[config.mk]
export PLATFORM = sky130hd
export DESIGN_NAME = cache_controller
export DESIGN_NICKNAME = d
export VERILOG_FILES = /design/src/rtl/cache_controller.sv
export SDC_FILE = /design/constraint.sdc
export NUM_CORES = 1
export LEC_CHECK = 0
export ABC_AREA = 1
export BUFFER_PORTS_ARGS = -buffer_cell sky130_fd_sc_hd__buf_2
export CAP_MARGIN = 20
export CORE_ASPECT_RATIO = 1.1
export CORE_MARGIN = 2
export CORE_UTILIZATION = 41
export DETAILED_ROUTE_END_ITERATION = 10
export PLACE_DENSITY = 0.66
export REMOVE_ABC_BUFFERS = 1
export SETUP_SLACK_MARGIN = 0.5
export SLEW_MARGIN = 10
export SYNTH_ARGS = -nofsm -noshare
export SYNTH_HDL_FRONTEND = slang
export SYNTH_SLANG_ARGS = --single-unit
[constraint.sdc]
create_clock -name clk -period 5.6 [get_ports clk]
set_clock_uncertainty 0.05 [all_clocks]
set_input_delay 1.68 -clock clk [delete_from_list [all_inputs] [get_ports clk]]
set_output_delay 1.68 -clock clk [all_outputs]
set_load 0.005 [all_outputs]
[src/rtl/cache_controller.sv]
// cache_controller: sequences one CPU load/store at a time between the CPU port, a direct-mapped
// 4-column write-through cache datapath (1-cycle read latency) and a word-wide backing memory.
//   - read hit : data straight from the cache in the lookup cycle
//   - read miss: refill the whole line from memory into a buffer, commit it to the cache, answer
//   - store    : write-through to memory; the cache is updated only on a hit (no write-allocate)
// Ports:
//   clk, rst                      single clock, synchronous active-high reset
//   cpu_*                         request/handshake side (cpu_done is a one-cycle pulse)
//   cache_*                       cache arrays: address, write word/enable, read word and hit flag
//   mem_*                         backing memory: enable/write/address/data, mem_ready per word
// Optional feature macro: CACHE_STATS_EN adds 32-bit hit_count / miss_count outputs.
module cache_controller #(
    parameter int unsigned LINE_IX_BITWIDTH = 8
) (
    input  logic        clk,
    input  logic        rst,
    input  logic        cpu_enable,
    input  logic        cpu_write_enable,
    input  logic [31:0] cpu_address,
    input  logic [31:0] cpu_data_in,
    output logic [31:0] cpu_data_out,
    output logic        cpu_done,
    output logic [31:0] cache_address,
    output logic [31:0] cache_data_in,
    output logic        cache_write_enable,
    input  logic [31:0] cache_data_out,
    input  logic        cache_data_out_valid,
    output logic        mem_enable,
    output logic        mem_write,
    output logic [31:0] mem_address,
    output logic [31:0] mem_data_out,
    input  logic [31:0] mem_data_in,
    input  logic        mem_ready
`ifdef CACHE_STATS_EN
    ,
    output logic [31:0] hit_count,
    output logic [31:0] miss_count
`endif
);

    localparam int unsigned TagLsb = LINE_IX_BITWIDTH + 4;

    typedef enum logic [2:0] {
        StIdle,
        StLookup,
        StWriteMem,
        StRefill,
        StCommit,
        StDone
    } state_e;

    state_e      state_q, state_d;
    logic [31:2] waddr_q, waddr_d;     // latched word address; byte offset is never needed
    logic [31:0] data_q, data_d;
    logic        write_q, write_d;
    logic [1:0]  cnt_q, cnt_d;
    logic [31:0] buf_q [4];
    logic [31:0] buf_d [4];
    logic [31:0] result_q, result_d;
    logic [31:0] hit_q, hit_d;
    logic [31:0] miss_q, miss_d;
    logic [31:0] line_word_addr;

    // Same tag and line as the request, column taken from the word counter.
    assign line_word_addr = {waddr_q[31:TagLsb], waddr_q[TagLsb-1:4], cnt_q, 2'b00};

    always_comb begin
        state_d            = state_q;
        waddr_d            = waddr_q;
        data_d             = data_q;
        write_d            = write_q;
        cnt_d              = cnt_q;
        buf_d              = buf_q;
        result_d           = result_q;
        hit_d              = hit_q;
        miss_d             = miss_q;
        cpu_done           = 1'b0;
        cpu_data_out       = result_q;
        cache_address      = {waddr_q, 2'b00};
        cache_data_in      = data_q;
        cache_write_enable = 1'b0;
        mem_enable         = 1'b0;
        mem_write          = 1'b0;
        mem_address        = {waddr_q, 2'b00};
        mem_data_out       = data_q;

        unique case (state_q)
            StIdle: begin
                // Present the live address so the cache read completes during lookup.
                cache_address = cpu_address;
                if (cpu_enable) begin
                    waddr_d = cpu_address[31:2];
                    data_d  = cpu_data_in;
                    write_d = cpu_write_enable;
                    state_d = StLookup;
                end
            end
            StLookup: begin
                if (cache_data_out_valid) hit_d = hit_q + 32'd1;
                else                      miss_d = miss_q + 32'd1;
                if (write_q) begin
                    cache_write_enable = cache_data_out_valid;
                    state_d            = StWriteMem;
                end else if (cache_data_out_valid) begin
                    cpu_done     = 1'b1;
                    cpu_data_out = cache_data_out;
                    result_d     = cache_data_out;
                    state_d      = StIdle;
                end else begin
                    cnt_d   = 2'd0;
                    state_d = StRefill;
                end
            end
            StWriteMem: begin
                mem_enable = 1'b1;
                mem_write  = 1'b1;
                if (mem_ready) begin
                    cpu_done = 1'b1;
                    state_d  = StIdle;
                end
            end
            StRefill: begin
                mem_enable  = 1'b1;
                mem_address = line_word_addr;
                if (mem_ready) begin
                    buf_d[cnt_q] = mem_data_in;
                    cnt_d        = cnt_q + 2'd1;
                    if (cnt_q == 2'd3) state_d = StCommit;
                end
            end
            StCommit: begin
                cache_address      = line_word_addr;
                cache_write_enable = 1'b1;
                cache_data_in      = buf_q[cnt_q];
                cnt_d              = cnt_q + 2'd1;
                if (cnt_q == 2'd3) state_d = StDone;
            end
            StDone: begin
                cpu_done     = 1'b1;
                cpu_data_out = buf_q[waddr_q[3:2]];
                result_d     = buf_q[waddr_q[3:2]];
                state_d      = StIdle;
            end
            default: state_d = StIdle;
        endcase
    end

    always_ff @(posedge clk) begin
        if (rst) begin
            state_q  <= StIdle;
            waddr_q  <= '0;
            data_q   <= '0;
            write_q  <= 1'b0;
            cnt_q    <= 2'd0;
            buf_q    <= '{default: '0};
            result_q <= '0;
            hit_q    <= '0;
            miss_q   <= '0;
        end else begin
            state_q  <= state_d;
            waddr_q  <= waddr_d;
            data_q   <= data_d;
            write_q  <= write_d;
            cnt_q    <= cnt_d;
            buf_q    <= buf_d;
            result_q <= result_d;
            hit_q    <= hit_d;
            miss_q   <= miss_d;
        end
    end

`ifdef CACHE_STATS_EN
    assign hit_count  = hit_q;
    assign miss_count = miss_q;
`endif

endmodule

==> results.txt <==
----------------------------------------------------
[Run status]
  Result of the run ... finished clean

[Setup path]
  Crit path DAT ... 3.02 ns
  Critical path capture point type ... primary output
  Startpoint class of the critical path ... input port
  Worst setup path class ... in2out
  Largest stage delay, worst path ... 0.55 ns
  Worst path slowest cell ... inv_2
  Reg2reg setup slack ... 2.72 ns
  Data required time of the critical path ... 3.87 ns
  Cell type with the highest occurrence count on the critical path ... nand2_1
  Maximum fanout along the worst path ... 34
  Launching point of the worst reg2reg path ... cnt_q[0]$_SDFFE_PP0P_
  Crit path cell chain ... buf_2, inv_2, nand2_1, nand2_1, nand2_1, nand2_1, nand2_1, nand3_1, buf_2
  RR Endpoint ... buf_q[123]$_SDFFE_PP0P_
  Logic depth of the worst register-to-register path ... 7

[Clock tree]
  CTS clock-pin slew for the worst setup and hold paths ... 0.06 ns
  Number of CTS-inserted buffers ... 27
  # hold bufs at CTS ... 0
  Clk root buf ... clkbuf_16
  Depth of the CTS H-tree ... 1
  Clock latency of the later-clocked register in the worst-skew pair ... 0.54 ns
  Clock Sink Count ... 228
  Buffers inserted during post-CTS setup optimization ... 0
  CTS tree ... yes
  Post-CTS sizing ... 0
  Bufs on Longest Clock Path ... 3

[Final layout]
  Post-synthesis to final-layout area growth ... 17.5%
  Final layout net count ... 2223
  Post-layout instance area ... 0.0144 mm²
  Area occupied by multi-input gates ... 0.00611 mm²
  Post-layout utilization of the core ... 0.488
  Fraction of layout instances using a drive strength above 1 ... 0.197
  Filler Cells Inserted ... 3011
  Reg area ... 0.00457 mm²

[Placement]
  Global placement routability congestion ... 0.821
  Detailed placer's ending HPWL ... 24.3 mm
  Post-placement cell area ... 0.0134 mm²
  Post-place setup slack ... 0.879 ns
  Port-buffer cells ... 295

[Synth]
  Part of the Yosys area used for sequential elements ... 0.373
  Most frequently used flop master after synthesis ... dfxtp_1
  Post-synthesis cell count ... 1922
  Most frequent cell after synthesis ... nand2_1
  Adder-cell share of the synthesized area ... 0.00409
  Number of flops mapped to enable cells by yosys ... 0
  Mean Syn Cell Area ... 6.37 µm²
  Top cells by area in the synthesized netlist ... dfxtp_1 37%, nand2_1 16%, o21ai_0 10%
  Synthesized-area fraction occupied by xor and xnor cells ... 0
  Simple-gate share of the synthesized area ... 0.278
  Async SR Flop Fraction ... 0
  Commonest cells in the netlist ... 536 x nand2_1, 244 x o21ai_0, 228 x dfxtp_1
  Post-synthesis sequential element count ... 228
  Synthesized cell area ... 0.0123 mm²
  Portion of netlist area occupied by mux cells ... 0
  Main combinational cell family by area after synthesis ... simple AND/OR/NAND/NOR gates
  Compound-Gate Fraction of Synth Area ... 0.215
  Synth area leader ... dfxtp_1
  Yosys synthesis warning count ... 0
  Top-area cell type share of the netlist area ... 0.373
  Netlist cell types ... 30

[Global route]
  Global-route wire length before repair ... 62.8 mm
  Overall fraction of global-route tracks in use ... 0.251
  Pin count of the biggest net entering global routing ... 105
  Number of antenna violations at the first check in global routing ... 3
  Vias in the first global route ... 12000
  GR Overflow Total ... 0

[Floorplan]
  Top-level port count ... 298
  Initial core utilization ... 0.416
  Num rows ... 66
  Area inside the core boundary ... 0.0295 mm²
  Die outline area ... 0.0313 mm²
  Height of the die ... 185 µm
  Chip Width ... 169 µm

[STA]
  Setup repair after global routing missed its margin ... false
  Minimum setup slack in the final design ... 0.854 ns
  Setup-failing EPs final ... 0
  Total negative slack for setup checks ... 0 ns
  Count of final max-slew check failures ... 0
  Final critical-path share of the clock period ... 0.848
  Remaining max-slew budget at the tightest pin ... 0.315
  Worst Tran Pin Value ... 1.03 ns
  Upper clock frequency limit ... 211 MHz
  Hold Violations, Final ... 0
  Fin crit period ... 4.75 ns

[Worst hold path]
  Cell count of the worst hold path ... 2
  Worst Hold Launch ... waddr_q[13]$_SDFFE_PP0P_
  Hold worst-path end ... waddr_q[13]$_SDFFE_PP0P_
  Hold Crit Class ... reg2reg

[Route]
  Remaining number of nets flagged by the antenna check after routing ... 0
  Final routed wirelength across all metal layers ... 40.5 mm
  Total number of vias ... 12900
  Post-DR wirelength/cell ... 16.3 µm
  DRC Markers ... 0
  Total iterations of the first detailed-routing run ... 6
  Number of DRC markers in iteration 0 ... 813
  Ratio of routed vias to standard cells ... 5.20

[Job]
  Number of maximum-capacitance violations ... 0

[Power and ir drop]
  Overall Power ... 4940 µW
  Leakage ... 0.00688 µW
  Worst IR Drop VDD ... 0.000203 V
  Power density over cell area ... 343 mW/mm²

----------------------------------------------------
## sequential cells by signal, summed over array words and instances (netlist names)
| name | cells |
|---|---|
| mem_data_out | 32 |
| buf_q | 128 |
| waddr_q | 30 |
| result_q | 32 |
| cnt_q | 2 |
| state_q | 3 |
| write_q | 1 |
## worst max-delay path, delay by kind of cell
family	cells	cell delay [ns]
buffers and inverters	3	0.78
AND/OR/NAND/NOR	6	0.53
## where the power goes
group / internal (µW) / leakage, µW / switching [µW] / total (µW)
registers: 1720 / 0.00185 / 78.2 / 1800
logic: 439 / 0.00456 / 835 / 1270
clock network: 1150 / 0.000473 / 711 / 1860
total: 3310 / 0.00688 / 1620 / 4940
## per-layer routing
metal	part of all wire	track usage
met5	0	0
met4	0.028	0.0907
met3	0.073	0.0470
met2	0.47	0.441
met1	0.43	0.305
## layout make-up
class	instances	share of cell area
inverters	178	0.0466
clock buffers	42	0.0578
multi-input cells	1340	0.424
repair buffers	310	0.112
well taps	374	0.0325
flip-flops and latches	228	0.318
clock inverters	8	0.00826
diodes	4	0.000695
## layout by cell type (no fill, tap or decap), types with 3 or more instances in the layout
| cell type | count |
|---|---|
| nor2_4 | 4 |
| dfxtp_2 | 4 |
| clkinv_2 | 4 |
| clkbuf_16 | 27 |
| clkbuf_8 | 10 |
| inv_1 | 167 |
| nand3_1 | 135 |
| diode_2 | 4 |
| ha_1 | 4 |
| buf_4 | 13 |
| bufinv_16 | 3 |
| nor2_1 | 103 |
| a21oi_1 | 226 |
| buf_2 | 295 |
| or2_2 | 31 |
| dfxtp_1 | 223 |
| nand2_4 | 5 |
| nand2_1 | 536 |
| a31oi_1 | 32 |
| inv_2 | 10 |
| clkbuf_1 | 5 |
| o21ai_1 | 10 |
| o21ai_0 | 244 |
## how the worst max path moves through the flow
stage                                 start                to  cells after the start
floorplan           waddr_q[2]$_SDFFE_PP0P_   cpu_data_out[0]                      6
global placement       cache_data_out_valid  cpu_data_out[17]                      9
detailed placement     cache_data_out_valid  cpu_data_out[14]                      9
CTS                    cache_data_out_valid  cpu_data_out[25]                      9
global route           cache_data_out_valid  cpu_data_out[24]                      9
finish                 cache_data_out_valid  cpu_data_out[25]                      9
## cell families (layout without fill, tap and decap cells)
family / Yosys count / count (layout)
simple gates: 818 / 818
compound gates: 516 / 516
buf+inv: 355 / 538
flops: 228 / 228
fa+ha+maj: 4 / 4
other cells: 1 / 6
## metrics by stage
step,instances,hold WS (ns)
2_1_floorplan,1746,0.393
3_3_place_gp,2430,0.395
3_5_place_dp,2430,0.404
4_1_cts,2480,0.414
5_1_grt,2481,0.431
6_report,2484,0.411
Power figures use the tool's default switching activity.
